### config.mk
export PLATFORM = sky130hd
export DESIGN_NAME = zp_sched
export DESIGN_NICKNAME = d
export VERILOG_FILES = /design/src/rtl/zp_sched.sv
export SDC_FILE = /design/constraint.sdc
export NUM_CORES = 2
export LEC_CHECK = 0
export CELL_PAD_IN_SITES_DETAIL_PLACEMENT = 1
export CELL_PAD_IN_SITES_GLOBAL_PLACEMENT = 1
export CORE_MARGIN = 3
export CORE_UTILIZATION = 40
export DETAILED_ROUTE_END_ITERATION = 12
export PLACE_DENSITY_LB_ADDON = 0.1
export SLEW_MARGIN = 5
export SYNTH_ARGS = -nofsm -noshare
export SYNTH_HDL_FRONTEND = slang
export SYNTH_SLANG_ARGS = --single-unit
export TNS_END_PERCENT = 5
### constraint.sdc
create_clock -name clk_i -period 35.8 [get_ports clk_i]
set_input_delay 7.16 -clock clk_i [delete_from_list [all_inputs] [get_ports clk_i]]
set_output_delay 7.16 -clock clk_i [all_outputs]
set_load 0.05 [all_outputs]
### src/rtl/zp_sched.sv
// Zero-point sequencer: per-layer zero-point bank, one lane load per tile,
// then LEN handshaked accumulator beats, a fixed drain, and a done pulse.
module zp_sched #(
  parameter int LANES      = 8,
  parameter int BANK_DEPTH = 16,
  parameter int LEN_W      = 16,
  parameter int DRAIN_CYC  = 2
) (
  input  logic                          clk_i,
  input  logic                          rst_i,
  input  logic                          cfg_we_i,
  input  logic [$clog2(BANK_DEPTH)-1:0] cfg_addr_i,
  input  logic [31:0]                   cfg_data_i,
  input  logic                          start_i,
  input  logic [$clog2(BANK_DEPTH)-1:0] start_sel_i,
  input  logic [LEN_W-1:0]              start_len_i,
  output logic                          busy_o,
  output logic                          done_o,
  input  logic                          in_valid_i,
  input  logic [LANES*32-1:0]           in_data_i,
  output logic                          in_ready_o,
  output logic [31:0]                   zp_o,
  output logic                          zp_valid_o,
  output logic                          data_valid_o,
  output logic [LANES*32-1:0]           data_o
);

  localparam int DW = (DRAIN_CYC > 1) ? $clog2(DRAIN_CYC) : 1;

  localparam logic [1:0] S_IDLE   = 2'd0;
  localparam logic [1:0] S_LOAD   = 2'd1;
  localparam logic [1:0] S_STREAM = 2'd2;
  localparam logic [1:0] S_DRAIN  = 2'd3;

  logic [1:0]       state_q;
  logic [1:0]       state_d;
  logic [31:0]      bank_q [BANK_DEPTH];
  logic [LEN_W-1:0] len_q;
  logic [DW-1:0]    drain_q;
  logic [31:0]      zp_rd;
  logic             start_acc;
  logic             accept;

  assign in_ready_o = (state_q == S_STREAM);
  assign accept     = in_valid_i && in_ready_o;
  assign start_acc  = start_i && (state_q == S_IDLE);

  // A same-cycle config write to the selected entry wins over the stored value.
  always_comb begin
    zp_rd = bank_q[start_sel_i];
    if (cfg_we_i && (cfg_addr_i == start_sel_i)) zp_rd = cfg_data_i;
  end

  always_comb begin
    state_d = state_q;
    case (state_q)
      S_IDLE:   if (start_i) state_d = S_LOAD;
      S_LOAD:   state_d = (len_q != '0) ? S_STREAM : S_DRAIN;
      S_STREAM: if (accept && (len_q == LEN_W'(1))) state_d = S_DRAIN;
      S_DRAIN:  if (drain_q == '0) state_d = S_IDLE;
      default:  state_d = S_IDLE;
    endcase
  end

  always_ff @(posedge clk_i or posedge rst_i) begin
    if (rst_i) begin
      for (int unsigned i = 0; i < BANK_DEPTH; i++) bank_q[i] <= '0;
    end else if (cfg_we_i) begin
      bank_q[cfg_addr_i] <= cfg_data_i;
    end
  end

  always_ff @(posedge clk_i or posedge rst_i) begin
    if (rst_i) begin
      state_q      <= S_IDLE;
      len_q        <= '0;
      drain_q      <= '0;
      busy_o       <= 1'b0;
      done_o       <= 1'b0;
      zp_valid_o   <= 1'b0;
      zp_o         <= '0;
      data_valid_o <= 1'b0;
      data_o       <= '0;
    end else begin
      state_q    <= state_d;
      busy_o     <= (state_d != S_IDLE);
      done_o     <= (state_q == S_DRAIN) && (state_d == S_IDLE);
      zp_valid_o <= start_acc;

      if (start_acc) begin
        len_q <= start_len_i;
        zp_o  <= zp_rd;
      end else if (accept) begin
        len_q <= len_q - 1'b1;
      end

      if ((state_d == S_DRAIN) && (state_q != S_DRAIN)) drain_q <= DW'(DRAIN_CYC - 1);
      else if (state_q == S_DRAIN)                       drain_q <= drain_q - 1'b1;

      data_valid_o <= accept;
      if (accept) data_o <= in_data_i;
    end
  end

endmodule

Yosys cells after proc, flatten, opt, wreduce, memory -nomap -nowiden --
Cells that the tools add are included.
Storage, ports and cells: register bits 823, input port bits 317, output and inout port bits 293, logic and storage cells 68
Operators by class: add/sub/neg operators 2, $lt $le $gt $ge 3, equal/unequal tests 7, multiplexer cells 16, bitwise operators 2, reductions and logical operators 13
Operator list (count):
- 512-bit bitwise mux | 1
- 32-bit binary-select mux with 4-bit select | 1
- 32-bit demux with 4-bit select | 1
- 32-bit two-way mux | 4
- 16-bit two-way mux | 2
- 16-bit by 1-bit equality test with 1-bit output, second input constant | 1
- 16-bit nonzero test | 1
- 16-bit by 1-bit subtractor with 16-bit output, second input constant | 1
- 5-bit >= comparator, second input constant | 2
- 4-bit inverter with 5-bit output | 2
- 2-bit one-hot mux with 4 select lines | 1
- 1-bit logical AND | 7
- 2-bit equality test, second input constant | 3
- 2-bit two-way mux | 3
- 2-bit nonzero test | 3
- 5-bit by 1-bit < comparator with 1-bit output, second input constant | 1
- 4-bit equality test | 1
- 2-bit zero test | 2
- 1-bit two-way mux | 3
- 2-bit by 1-bit equality test with 1-bit output, second input constant | 1
- 2-bit inequality test, second input constant | 1
- 1-bit subtractor, second input constant | 1

Depth between registers and ports, before layout --
depth after elaboration 8, gate-level depth with buffers 8, depth with buffers taken out 7

Worst setup path before layout --
OpenSTA, ideal clock, no wires.
path kind input to register, start input port start_sel_i[1], end register zp_o[10], setup time 130 ps, data arrival time 8344 ps, required time 35670 ps, path slack 27326 ps, cell stages on the path 6, buffers on the path 3, path through buf_6 buf_6 buf_6 mux4_2 o21ai_0 a31oi_1
On the way: word-level cells in the longest chain between the ends 5, elaborated cells between the ends (all ways) 7, those cells by class eq/ne (1); mux (4); bitwise (1); reduce/logical (1)
Ends and longest elaborated chain:
- start: declaration | RTL line 15 | input logic [$clog2(BANK_DEPTH)-1:0] start_sel_i,
- 4-bit inverter with 5-bit output (implied by the code) | RTL line 50 | zp_rd = bank_q[start_sel_i];
- 32-bit binary-select mux with 4-bit select | RTL line 50
- 32-bit two-way mux (implied by the code) (2 in series) | RTL line 50
- 32-bit two-way mux * | RTL line 51 | if (cfg_we_i && (cfg_addr_i == start_sel_i)) zp_rd = cfg_data_i;
- end signal: assignment | RTL line 92 | zp_o <= zp_rd;
- end: declaration | RTL line 22 | output logic [31:0] zp_o,
Every way passes the cells marked *; elsewhere a longest branch is shown, timed or not. The select of a mux whose other input is x is not followed. A chain may end at the register's enable or synchronous reset.

==> results.txt <==
The multiplexer share of the synthesized area is 25.1%. The busiest layer in global routing is met2. Of all cell types, the one taking the most synthesized area is dfrtp_1. The latest clock arrival within the worst-skew pair is 0.65 ns. The tree is rooted in a clkbuf_16. The final weighted congestion of routability-driven global placement is 0.854. The share of flip-flops with an asynchronous set or reset is 100%. Counting the buffers created by CTS gives 93. In the finished design, the share of the clock period the worst path needs comes to 29.5%. Summed over all nets, the switching power comes to 1.61 mW. The fraction of synthesized cell area in xor and xnor cells is 0.172%. The filler-free cell count of the finished design is 4625. After detailed routing, the number of vias per cell comes to 5.37. The gate count of the mapped netlist is 2852. The sequential power share is 35.7%. The detailed placer's ending HPWL is 78.6 mm.

The via count came out at 24.8k. The placement row count came out at 108. The number of placed instances, taps included, is 4443. The data arrival at the endpoint of the critical path is 11.13 ns.

The via count of the first global-routing pass came out at 26.9k. Dividing total power by cell area gives a power density of 87.2 nW/um2. The fraction of met1 tracks used by global routing is 31.2%. Internal power comes to 2.36 mW. In this run the tightest slew margin relative to its limit is 19.6%.

In the global route stage, met2 resource usage came out at 47.4%. Ranked by instance count, the synthesized netlist is headed by dfrtp_1, nand2_1, mux2_2. The final-report max-slew violation count is 0.

The quantity of I/O buffers inserted on ports came out at 609. TritonCTS built the clock tree. The maximum number of pins on one net before global-route repair is 187. The total DRC errors in the routed layout is 0. The path class of the tightest hold or removal check is reg2reg.

The kind of launch point of the worst setup path is a primary input. The switching power share of the total came out at 40.6%. The largest fanout on the critical path is 186. The proportion of power drawn by combinational gates is 40.4%.

The synthesized design devotes to its leading area cell type 57.9% of total area. The die extent in x came out at 304 um. Yosys attributes the largest share of cell area to dfrtp_1, mux2_2, nand2_1.

The netlist area before placement came out at 35600 um2. The overall global routing resource usage came out at 26.0%. Summing the areas of all and, or, nand and nor instances in the mapped netlist gives 10.3% of the synthesized area. A synthesized cell averages 12.5 um2. Synthesis inferred 823 register bits.

VDD sags by at most 76.6 uV. The number of cells on the worst reg-to-reg path is 5. In the final routed layout, each cell accounts on average for 26.4 um. Setup repair after global routing left no endpoint under its margin. The initial core utilization came out at 40.7%. Global routing used 4.78% of the available met3 tracks. The global-route wire length before repair came out at 183 mm. Setup violations remaining at the end of the flow were counted as 0.

The core outline area is 87600 um2. dfrtp_1 is the most common cell in the netlist. The area added between synthesis and finish came out at 27.8%. The maximum frequency from static timing analysis is 94.8 MHz.

The kind of end point of the critical path is an asynchronous set/reset pin. The final count of hold timing violations is 0. The count of TritonRoute iterations in the first routing pass came out at 6. The clock tree buffer depth came out at 3.

The post-synthesis net count came out at 3172. The maximum level of the CTS H-tree came out at 3. The number of distinct standard cells referenced by the synthesized netlist is 54.

The die area is 92600 um2. The sum of negative setup slack is 0 ns. The tool flagged a number of max-cap violations equal to 0.

The final critical delay including setup and external delays came out at 10.55 ns. The critical path required time is 36.38 ns. For this design, the CTS-stage hold fixing added 0 buffers.

The quantity of gates resized following cts is 0. The total congestion overflow came out at 0. The number of enable flip-flop cells after synthesis came out at 0. The compound-gate portion of the synthesized area is 3.24%. Sequential cells were found to cover 57.9% of the synthesized design area. The reported leakage power is 20.3 nW. The final core area utilization came out at 51.9%. Counting instances, the worst hold path has a depth of 2. Clock skew on the completed layout was measured at 0.0240 ns. For this run, the leading register cell type out of synthesis is dfrtp_1.

The run finished with clean final reports. The layout cell share with drive strength beyond 1 came out at 24.4%. The clock-pin slew reported for the worst setup and hold paths after clock tree synthesis is 0.06 ns.

610 I/O pins were placed. The overall power after layout came out at 3.96 mW. The clock share of power came out at 23.9%. The arithmetic-cell share of the synthesized area counting full adders, half adders and majority gates is 0.105%.

The initial antenna violation count was 24. The worst setup path is of the in2async kind. Counting every sink on the clock net gives 823.

The overall die height came out at 304 um. The smallest hold slack is 0.470 ns. The warning count from the yosys run came out at 0.

After synthesis, the largest family of logic cells by area is multiplexers. After detailed routing, the total wire length is 122 mm. The remaining number of nets flagged by the antenna check after routing is 0. The DRC marker count from the first detailed-route iteration came out at 1419.

Post-CTS timing repair inserted 0 buffers for setup. The worst-margin pin slew came out at 1.21 ns. The final layout net count came out at 3703.
## layer usage
metal	wire [um]	part of all wire (%)	vias to the layer above
li1	-	-	10900
met1	48300	39	13200
met2	65400	53	563
met3	5320	4.3	201
met4	3220	2.6	12
met5	80	0.065	-
## worst max-delay path, stage by stage
cell and delay [ns]:
clkdlybuf4s50_1 0.49, inv_8 0.60, buf_4 0.85, buf_12 0.78, buf_4 0.96
## per-stage QoR
stage	area, um2	setup slack, ns
after floorplan	35600	5.52
after global placement	42400	24.59
after detailed placement	42400	24.43
after CTS	45500	25.11
after global routing	45500	24.69
final	45500	25.25
## final timing paths
check	endpoint	from	slack (ns)
hold reg to reg	data_o[1]$_DFFE_PP0P_	data_o[1]$_DFFE_PP0P_	0.47
setup reg to reg	data_o[87]$_DFFE_PP0P_	state_q[1]$_DFF_PP0_	32.00
max in group clk_i	data_o[87]$_DFFE_PP0P_	in_valid_i	25.53
setup / recovery	data_o[40]$_DFFE_PP0P_	rst_i	25.25
min in group asynchronous	bank_q[187]$_DFFE_PP0P_	rst_i	7.10
hold / removal	data_o[1]$_DFFE_PP0P_	data_o[1]$_DFFE_PP0P_	0.47
## logic make-up after synthesis
kind of cell	Yosys count
AND/OR/NAND/NOR	919
flip-flops	823
adder cells (fa/ha/maj)	3
AO/OA/AOI/OAI	179
buffers and inverters	217
multiplexers	704
XOR/XNOR	7
## power by group through the flow
stage	sequential [mW]	clock, mW	combinational (mW)
final	1.42	0.946	1.60
after global routing	1.45	1.01	1.69
after CTS	1.42	0.969	1.62
after detailed placement	1.43	0	1.62
after global placement	1.41	0	1.58
after floorplan	1.95	0	0.487
## placed cells by master, fill, tap and decap left out, drive strengths merged, types with 4 or more instances in the layout
cell	netlist	layout
nand2	817	817
inv	5	10
clkinv	1	21
buf	132	42
diode	0	12
a21oi	9	9
nor3	8	8
o22ai	19	19
nand2b	26	26
a2bb2oi	14	14
clkbuf	79	137
a211oi	16	16
mux4	96	96
bufinv	0	6
clkdlybuf4s50	0	605
o21ai	74	74
a31oi	20	20
dfrtp	823	823
nand3	5	5
nor2	38	38
mux2i	64	64
a221oi	16	16
mux2	544	544
xor2	4	4
## cell type report
class	instances	area (um2)
antenna	12	30.0
clock buffer	137	2660
clock inverter	33	350
fill	8931	42100
inverter	6	38.8
multi-input combinational	1812	14000
sequential	823	20600
tap	1155	1450
timing repair buffer	647	6390
## flip-flops by register name, indices dropped and copies added, names as in the netlist, 2 cells and up
| name | flops |
|---|---|
| state_q | 2 |
| data_o | 256 |
| len_q | 16 |
| bank_q | 512 |
| zp_o | 32 |
(Power assumes the default switching activity.)
